[src/rtl/multicycle_ctrl.sv]
// multicycle_ctrl: multi-cycle CPU control FSM with memory-ready handshake, timeout and illegal-opcode trap.
// Optional macro PERF_CNT_EN adds free-running cycle and retired-instruction counters.
module multicycle_ctrl #(
  parameter int MEM_TIMEOUT = 16,
  parameter int TO_W        = 5
) (
  input  logic        clk_i,
  input  logic        rst_i,
  input  logic [5:0]  opcode_i,
  input  logic        mem_ready_i,
  output logic        pc_write_o,
  output logic        pc_write_cond_o,
  output logic        branch_eq_o,
  output logic [1:0]  pc_source_o,
  output logic        i_or_d_o,
  output logic        mem_read_o,
  output logic        mem_write_o,
  output logic        ir_write_o,
  output logic        reg_write_o,
  output logic        reg_dst_o,
  output logic        mem_to_reg_o,
  output logic        alu_src_a_o,
  output logic [1:0]  alu_src_b_o,
  output logic [2:0]  alu_op_o,
  output logic [3:0]  state_o,
`ifdef PERF_CNT_EN
  output logic [31:0] cycle_cnt_o,
  output logic [31:0] retire_cnt_o,
`endif
  output logic        fault_o
);

  typedef enum logic [3:0] {
    S_FETCH  = 4'd0,
    S_DECODE = 4'd1,
    S_MEMADR = 4'd2,
    S_MEMRD  = 4'd3,
    S_MEMWB  = 4'd4,
    S_MEMWR  = 4'd5,
    S_REXE   = 4'd6,
    S_RWB    = 4'd7,
    S_BRANCH = 4'd8,
    S_JUMP   = 4'd9,
    S_IEXE   = 4'd10,
    S_IWB    = 4'd11,
    S_HALT   = 4'd15
  } state_t;

  localparam logic [5:0] OP_R    = 6'h00;
  localparam logic [5:0] OP_J    = 6'h02;
  localparam logic [5:0] OP_BEQ  = 6'h04;
  localparam logic [5:0] OP_BNE  = 6'h05;
  localparam logic [5:0] OP_ADDI = 6'h08;
  localparam logic [5:0] OP_SLTI = 6'h0A;
  localparam logic [5:0] OP_LW   = 6'h23;
  localparam logic [5:0] OP_SW   = 6'h2B;

  localparam logic [TO_W-1:0] TO_LIMIT = TO_W'(MEM_TIMEOUT);

  state_t          state, state_nxt;
  logic [5:0]      op_q;
  logic [TO_W-1:0] to_cnt, to_cnt_inc;
  logic            waiting, to_hit;

  // The three states that stall on the memory handshake share one timeout counter.
  assign waiting    = (state == S_FETCH) || (state == S_MEMRD) || (state == S_MEMWR);
  assign to_cnt_inc = to_cnt + 1'b1;
  assign to_hit     = (MEM_TIMEOUT != 0) && waiting && !mem_ready_i && (to_cnt_inc == TO_LIMIT);

  // NOTE: every signal written in an always_comb gets a default first, so no path leaves it unassigned and no latch is inferred.
  always_comb begin
    state_nxt = state;
    case (state)
      S_FETCH:  if (mem_ready_i) state_nxt = S_DECODE;
      S_DECODE: begin
        case (opcode_i)
          OP_R:            state_nxt = S_REXE;
          OP_LW, OP_SW:    state_nxt = S_MEMADR;
          OP_BEQ, OP_BNE:  state_nxt = S_BRANCH;
          OP_J:            state_nxt = S_JUMP;
          OP_ADDI, OP_SLTI: state_nxt = S_IEXE;
          default:         state_nxt = S_HALT;
        endcase
      end
      S_MEMADR: state_nxt = (op_q == OP_LW) ? S_MEMRD : S_MEMWR;
      S_MEMRD:  if (mem_ready_i) state_nxt = S_MEMWB;
      S_MEMWB:  state_nxt = S_FETCH;
      S_MEMWR:  if (mem_ready_i) state_nxt = S_FETCH;
      S_REXE:   state_nxt = S_RWB;
      S_RWB:    state_nxt = S_FETCH;
      S_BRANCH: state_nxt = S_FETCH;
      S_JUMP:   state_nxt = S_FETCH;
      S_IEXE:   state_nxt = S_IWB;
      S_IWB:    state_nxt = S_FETCH;
      S_HALT:   state_nxt = S_HALT;
      default:  state_nxt = S_HALT;
    endcase
    // Timeout only fires on a not-ready cycle, so a same-cycle ready always wins.
    if (to_hit) state_nxt = S_HALT;
  end

  // NOTE: sequential state uses non-blocking assignments so every register samples pre-edge values.
  always_ff @(posedge clk_i or posedge rst_i) begin
    if (rst_i) begin
      state  <= S_FETCH;
      op_q   <= '0;
      to_cnt <= '0;
    end else begin
      state <= state_nxt;
      if (state == S_DECODE) op_q <= opcode_i;
      if (waiting && !mem_ready_i && !to_hit) to_cnt <= to_cnt_inc;
      else                                    to_cnt <= '0;
    end
  end

  // Outputs decode the current state (plus mem_ready_i in FETCH), so reset reaches them without a clock edge.
  always_comb begin
    pc_write_o      = 1'b0;
    pc_write_cond_o = 1'b0;
    branch_eq_o     = 1'b0;
    pc_source_o     = 2'd0;
    i_or_d_o        = 1'b0;
    mem_read_o      = 1'b0;
    mem_write_o     = 1'b0;
    ir_write_o      = 1'b0;
    reg_write_o     = 1'b0;
    reg_dst_o       = 1'b0;
    mem_to_reg_o    = 1'b0;
    alu_src_a_o     = 1'b0;
    alu_src_b_o     = 2'd0;
    alu_op_o        = 3'd0;
    fault_o         = 1'b0;
    case (state)
      S_FETCH: begin
        mem_read_o  = 1'b1;
        alu_src_b_o = 2'd1;
        if (mem_ready_i) begin
          ir_write_o = 1'b1;
          pc_write_o = 1'b1;
        end
      end
      S_DECODE: alu_src_b_o = 2'd3;
      S_MEMADR: begin
        alu_src_a_o = 1'b1;
        alu_src_b_o = 2'd2;
      end
      S_MEMRD: begin
        mem_read_o = 1'b1;
        i_or_d_o   = 1'b1;
      end
      S_MEMWB: begin
        reg_write_o  = 1'b1;
        mem_to_reg_o = 1'b1;
      end
      S_MEMWR: begin
        mem_write_o = 1'b1;
        i_or_d_o    = 1'b1;
      end
      S_REXE: begin
        alu_src_a_o = 1'b1;
        alu_op_o    = 3'd2;
      end
      S_RWB: begin
        reg_write_o = 1'b1;
        reg_dst_o   = 1'b1;
      end
      S_BRANCH: begin
        alu_src_a_o     = 1'b1;
        alu_op_o        = 3'd1;
        pc_write_cond_o = 1'b1;
        pc_source_o     = 2'd1;
        branch_eq_o     = (op_q == OP_BEQ);
      end
      S_JUMP: begin
        pc_write_o  = 1'b1;
        pc_source_o = 2'd2;
      end
      S_IEXE: begin
        alu_src_a_o = 1'b1;
        alu_src_b_o = 2'd2;
        alu_op_o    = (op_q == OP_SLTI) ? 3'd3 : 3'd0;
      end
      S_IWB:  reg_write_o = 1'b1;
      S_HALT: fault_o = 1'b1;
      default: ;
    endcase
  end

  assign state_o = state;

`ifdef PERF_CNT_EN
  always_ff @(posedge clk_i or posedge rst_i) begin
    if (rst_i) begin
      cycle_cnt_o  <= '0;
      retire_cnt_o <= '0;
    end else begin
      if (state != S_HALT) cycle_cnt_o <= cycle_cnt_o + 32'd1;
      if (state != S_FETCH && state_nxt == S_FETCH) retire_cnt_o <= retire_cnt_o + 32'd1;
    end
  end
`endif

endmodule

[config.mk]
export PLATFORM = sky130hd
export DESIGN_NAME = multicycle_ctrl
export DESIGN_NICKNAME = d
export VERILOG_FILES = /design/src/rtl/multicycle_ctrl.sv
export SDC_FILE = /design/constraint.sdc
export NUM_CORES = 1
export LEC_CHECK = 0
export CAP_MARGIN = 20
export CORE_MARGIN = 4
export CORE_UTILIZATION = 50
export DETAILED_ROUTE_END_ITERATION = 8
export HOLD_SLACK_MARGIN = 0.06
export PLACE_DENSITY_LB_ADDON = 0.05
export SYNTH_ARGS = -nofsm -noshare
export SYNTH_HDL_FRONTEND = slang
export SYNTH_SLANG_ARGS = --single-unit
[constraint.sdc]
create_clock -name clk_i -period 2.3 [get_ports clk_i]
set_input_delay 0.46 -clock clk_i [delete_from_list [all_inputs] [get_ports clk_i]]
set_output_delay 0.46 -clock clk_i [all_outputs]
set_load 0.02 [all_outputs]
==> metrics.md, run 1 <==
| Metric | Value |
|---|---|
| Minimum clock period | `2.21 ns` |
| Antenna violations before repair | `0` |
| Area Overhead vs Synth | `38.3%` |
| Final WL | `2630 um` |
| Worst skew pair latency | `0.27 ns` |
| Sequential cell area fraction in the yosys report | `34.1%` |
| Worst Path Max Fanout | `15` |
| Core area | `2020 um^2` |
| GP Congestion | `0.845` |
| Final Non-Filler Cells | `195` |
| Grt total ovfl | `0` |
| Ys flop type | `dfrtp_1` |
| # nets final | `179` |
| GR Util All Layers | `19.3%` |
| Leakage | `0.786 nW` |
| Die height | `54.9 um` |
| Unique masters post-synth | `43` |
| Post-route ant nets | `0` |
| Vias | `1092` |
| IO buf count | `30` |
| Final hold violations | `0` |
| Synth warn | `0` |
| Net Count, Synth | `141` |
| Ports | `32` |
| Critical path cell sequence | `buf_4, nand2b_1, nor2_1, clkdlybuf4s50_1` |
| Initial DRC Count | `33` |
| Reg2reg start | `state_o[1]` |
| First-pass GRT wire length | `4280 um` |
| Worst VDD drop | `0.443 mV` |
| Post-Synthesis Cells | `131` |
| Placed insts | `189` |
| HPWL Detailed | `2050 um` |
| FMAX | `0.453 GHz` |
| Share of post-route cells with drive strength above 1 | `20.2%` |
| Post-Syn Area | `1100 um^2` |
| Diode count | `0` |
| Max-cap viol count | `0` |
| Most area-consuming cells after synthesis | `dfrtp_1, nor2_1, mux2_2, nand2b_1, nor2b_1` |
| Async SR Flop Fraction | `100%` |
| Worst Skew | `0.00250 ns` |
| Seq cells post-synth | `15` |
| # DRC | `0` |
| CP Capture Type | `output pin` |
| CTS Buf Count | `3` |
| Startpoint types | `register` |
| CP required | `1.84 ns` |
| Fin crit share | `96.1%` |
| Hold Path Class | `reg -> reg` |
| DRT Pass-1 Iters | `4` |
| Critical path origin | `state_o[3]` |
| Die area | `3020 um^2` |
| CTS tree | `yes` |
| PD cells | `293 nW/um^2` |
| Site Rows | `16` |
| RSZ-0062 raised after global routing | `no` |
| Worst-path clk slew | `0.09 ns` |
| Final max-slew violation count | `0` |
| Status | `complete, no violations` |
| CP max-delay cell | `clkdlybuf4s50_1` |
| Max_slew headroom | `64.4%` |
| Worst hold path startpoint | `to_cnt[0]` |
| Die W | `54.9 um` |
| H-tree depth reported by CTS | `1` |
| Starting Density | `54.5%` |
| Clk buf depth | `2` |
| CP max stage delay | `0.61 ns` |
| Clock sinks | `15` |
| # setup viols final | `0` |
| WS Path Type | `reg -> out` |
| Top cell type by total area after synthesis | `dfrtp_1` |
| Worst-Margin Slew | `0.533 ns` |
| Root Buffer | `clkbuf_4` |
| Syn avg cell area | `8.41 um^2` |
| Vias per cell | `5.60` |
| Post-synth top area share | `34.1%` |
| Worst EP arrival | `1.75 ns` |
| Largest net degree at the start of global routing | `19` |
| Number of flops mapped to enable cells by yosys | `0` |
| Routed length per instance | `13.5 um` |
| Finished layout cell area | `1520 um^2` |
| Cell area after placement | `1450 um^2` |
| Vias in the first global route | `1014` |
where the power goes:
part	internal, mW	total [mW]	switching, mW
combinational	0.0197	0.0414	0.0216
sequential	0.263	0.263	0
clock	0.0643	0.142	0.0772
total	0.347	0.446	0.0989
worst max-delay path: cells and delay by family (launching register included):
| kind | cells | cell delay, ns |
|---|---|---|
| buffers and inverters | 2 | 0.80 |
| flip-flops | 1 | 0.39 |
| AND/OR/NAND/NOR | 2 | 0.29 |
worst paths after layout:
| check | end | slack, ns | cells past startpoint |
|---|---|---|---|
| max in group asynchronous | state_o[1] | 1.40 | 2 |
| worst max register to register | op_q[1] | 0.67 | 4 |
| worst min-delay path | to_cnt[0] | 0.50 | 1 |
| worst min register to register | to_cnt[0] | 0.50 | 1 |
| min in group asynchronous | op_q[4] | 0.52 | 2 |
| worst max-delay path | reg_dst_o | 0.09 | 4 |
state kept, by name, summed over array words and instances (netlist names):
register,count
op_q,6
to_cnt,5
state_o,4
layout by cell type, fill, tap and decap left out, types with 3 or more instances in the layout:
cell / n
dlygate4sd2_1: 6
nor2_1: 24
and3_1: 3
nor2b_1: 5
clkdlybuf4s50_1: 16
nor3_2: 4
dfrtp_1: 14
buf_4: 11
nand2b_1: 5
clkbuf_4: 3
nand3_1: 6
inv_1: 3
a21oi_1: 6
mux2_2: 7
nand2_1: 7
a211oi_1: 3
dlymetal6s2s_1: 8
what timing repair did:
action / 4_1_cts / 5_1_grt
pin swaps: 0 / 0
hold buffers: 0 / 0
gates resized for setup: 9 / 9
setup endpoints to repair: 11 / 10
setup buffers: 0 / 2
logic make-up (layout without fill, tap and decap cells):
kind of cell / after synthesis / count (layout) / share of synthesized area, %
buffers and inverters: 11 / 48 / 6.14
other: 1 / 1 / 0.341
AND/OR/NAND/NOR: 65 / 65 / 30.0
flip-flops: 15 / 15 / 34.1
adder cells (fa/ha/maj): 1 / 1 / 1.14
XOR/XNOR: 4 / 4 / 3.18
AO/OA/AOI/OAI: 26 / 26 / 17.0
multiplexers: 8 / 8 / 8.07
layer usage:
layer | track usage [%] | up-vias | wire length, um
li1 | - | 543 | -
met3 | 2.68 | 2 | 188
met2 | 34.6 | 34 | 1260
met5 | 0 | - | 0
met4 | 4.86 | 0 | 10
met1 | 24.4 | 513 | 1170
synth_stat cells (2+ instances only):
cell       count
a211oi_1       3
a21oi_1        6
a2bb2oi_1      2
a31o_2         2
and3_1         3
buf_2          3
buf_4          4
dfrtp_1       15
inv_1          3
mux2_2         7
nand2_1        7
nand2b_1       5
nand3_1        6
nand4_1        2
nor2_1        24
nor2b_1        5
nor3_1         6
xnor2_1        2
xor2_1         2
metrics by stage:
stage                     setup WS (ns)  hold slack (ns)  setup TNS, ns  util [%]  power (mW)
after CTS                        0.0168            0.502              0      73.3       0.449
final                            0.0901            0.499              0      75.3       0.446
after floorplan                   0.116            0.361              0         -       0.285
after global routing            0.00979            0.527              0      75.3       0.463
after detailed placement        -0.0573            0.490        -0.0573      71.8       0.310
after global placement          -0.0196            0.475        -0.0196      71.8       0.308
area by class of cell:
class | count | area (um^2)
clock buffer | 3 | 22.5
clock inverter | 1 | 5.00
fill | 155 | 499
inverter | 3 | 11.3
multi-input combinational | 105 | 678
sequential | 15 | 377
tap | 27 | 33.8
timing repair buffer | 41 | 395
(Power assumes the default switching activity.)
==> inputs of run 2 (changes only) <==
--- a/config.mk
+++ b/config.mk
@@ -9,8 +9,10 @@
 export CORE_MARGIN = 4
 export CORE_UTILIZATION = 50
 export DETAILED_ROUTE_END_ITERATION = 8
+export GPL_ROUTABILITY_DRIVEN = 0
 export HOLD_SLACK_MARGIN = 0.06
 export PLACE_DENSITY_LB_ADDON = 0.05
+export SLEW_MARGIN = 25
 export SYNTH_ARGS = -nofsm -noshare
 export SYNTH_HDL_FRONTEND = slang
 export SYNTH_SLANG_ARGS = --single-unit
==> results of run 2 <==
Same layout as run 1: the final DEF is identical, and so are final timing and power.
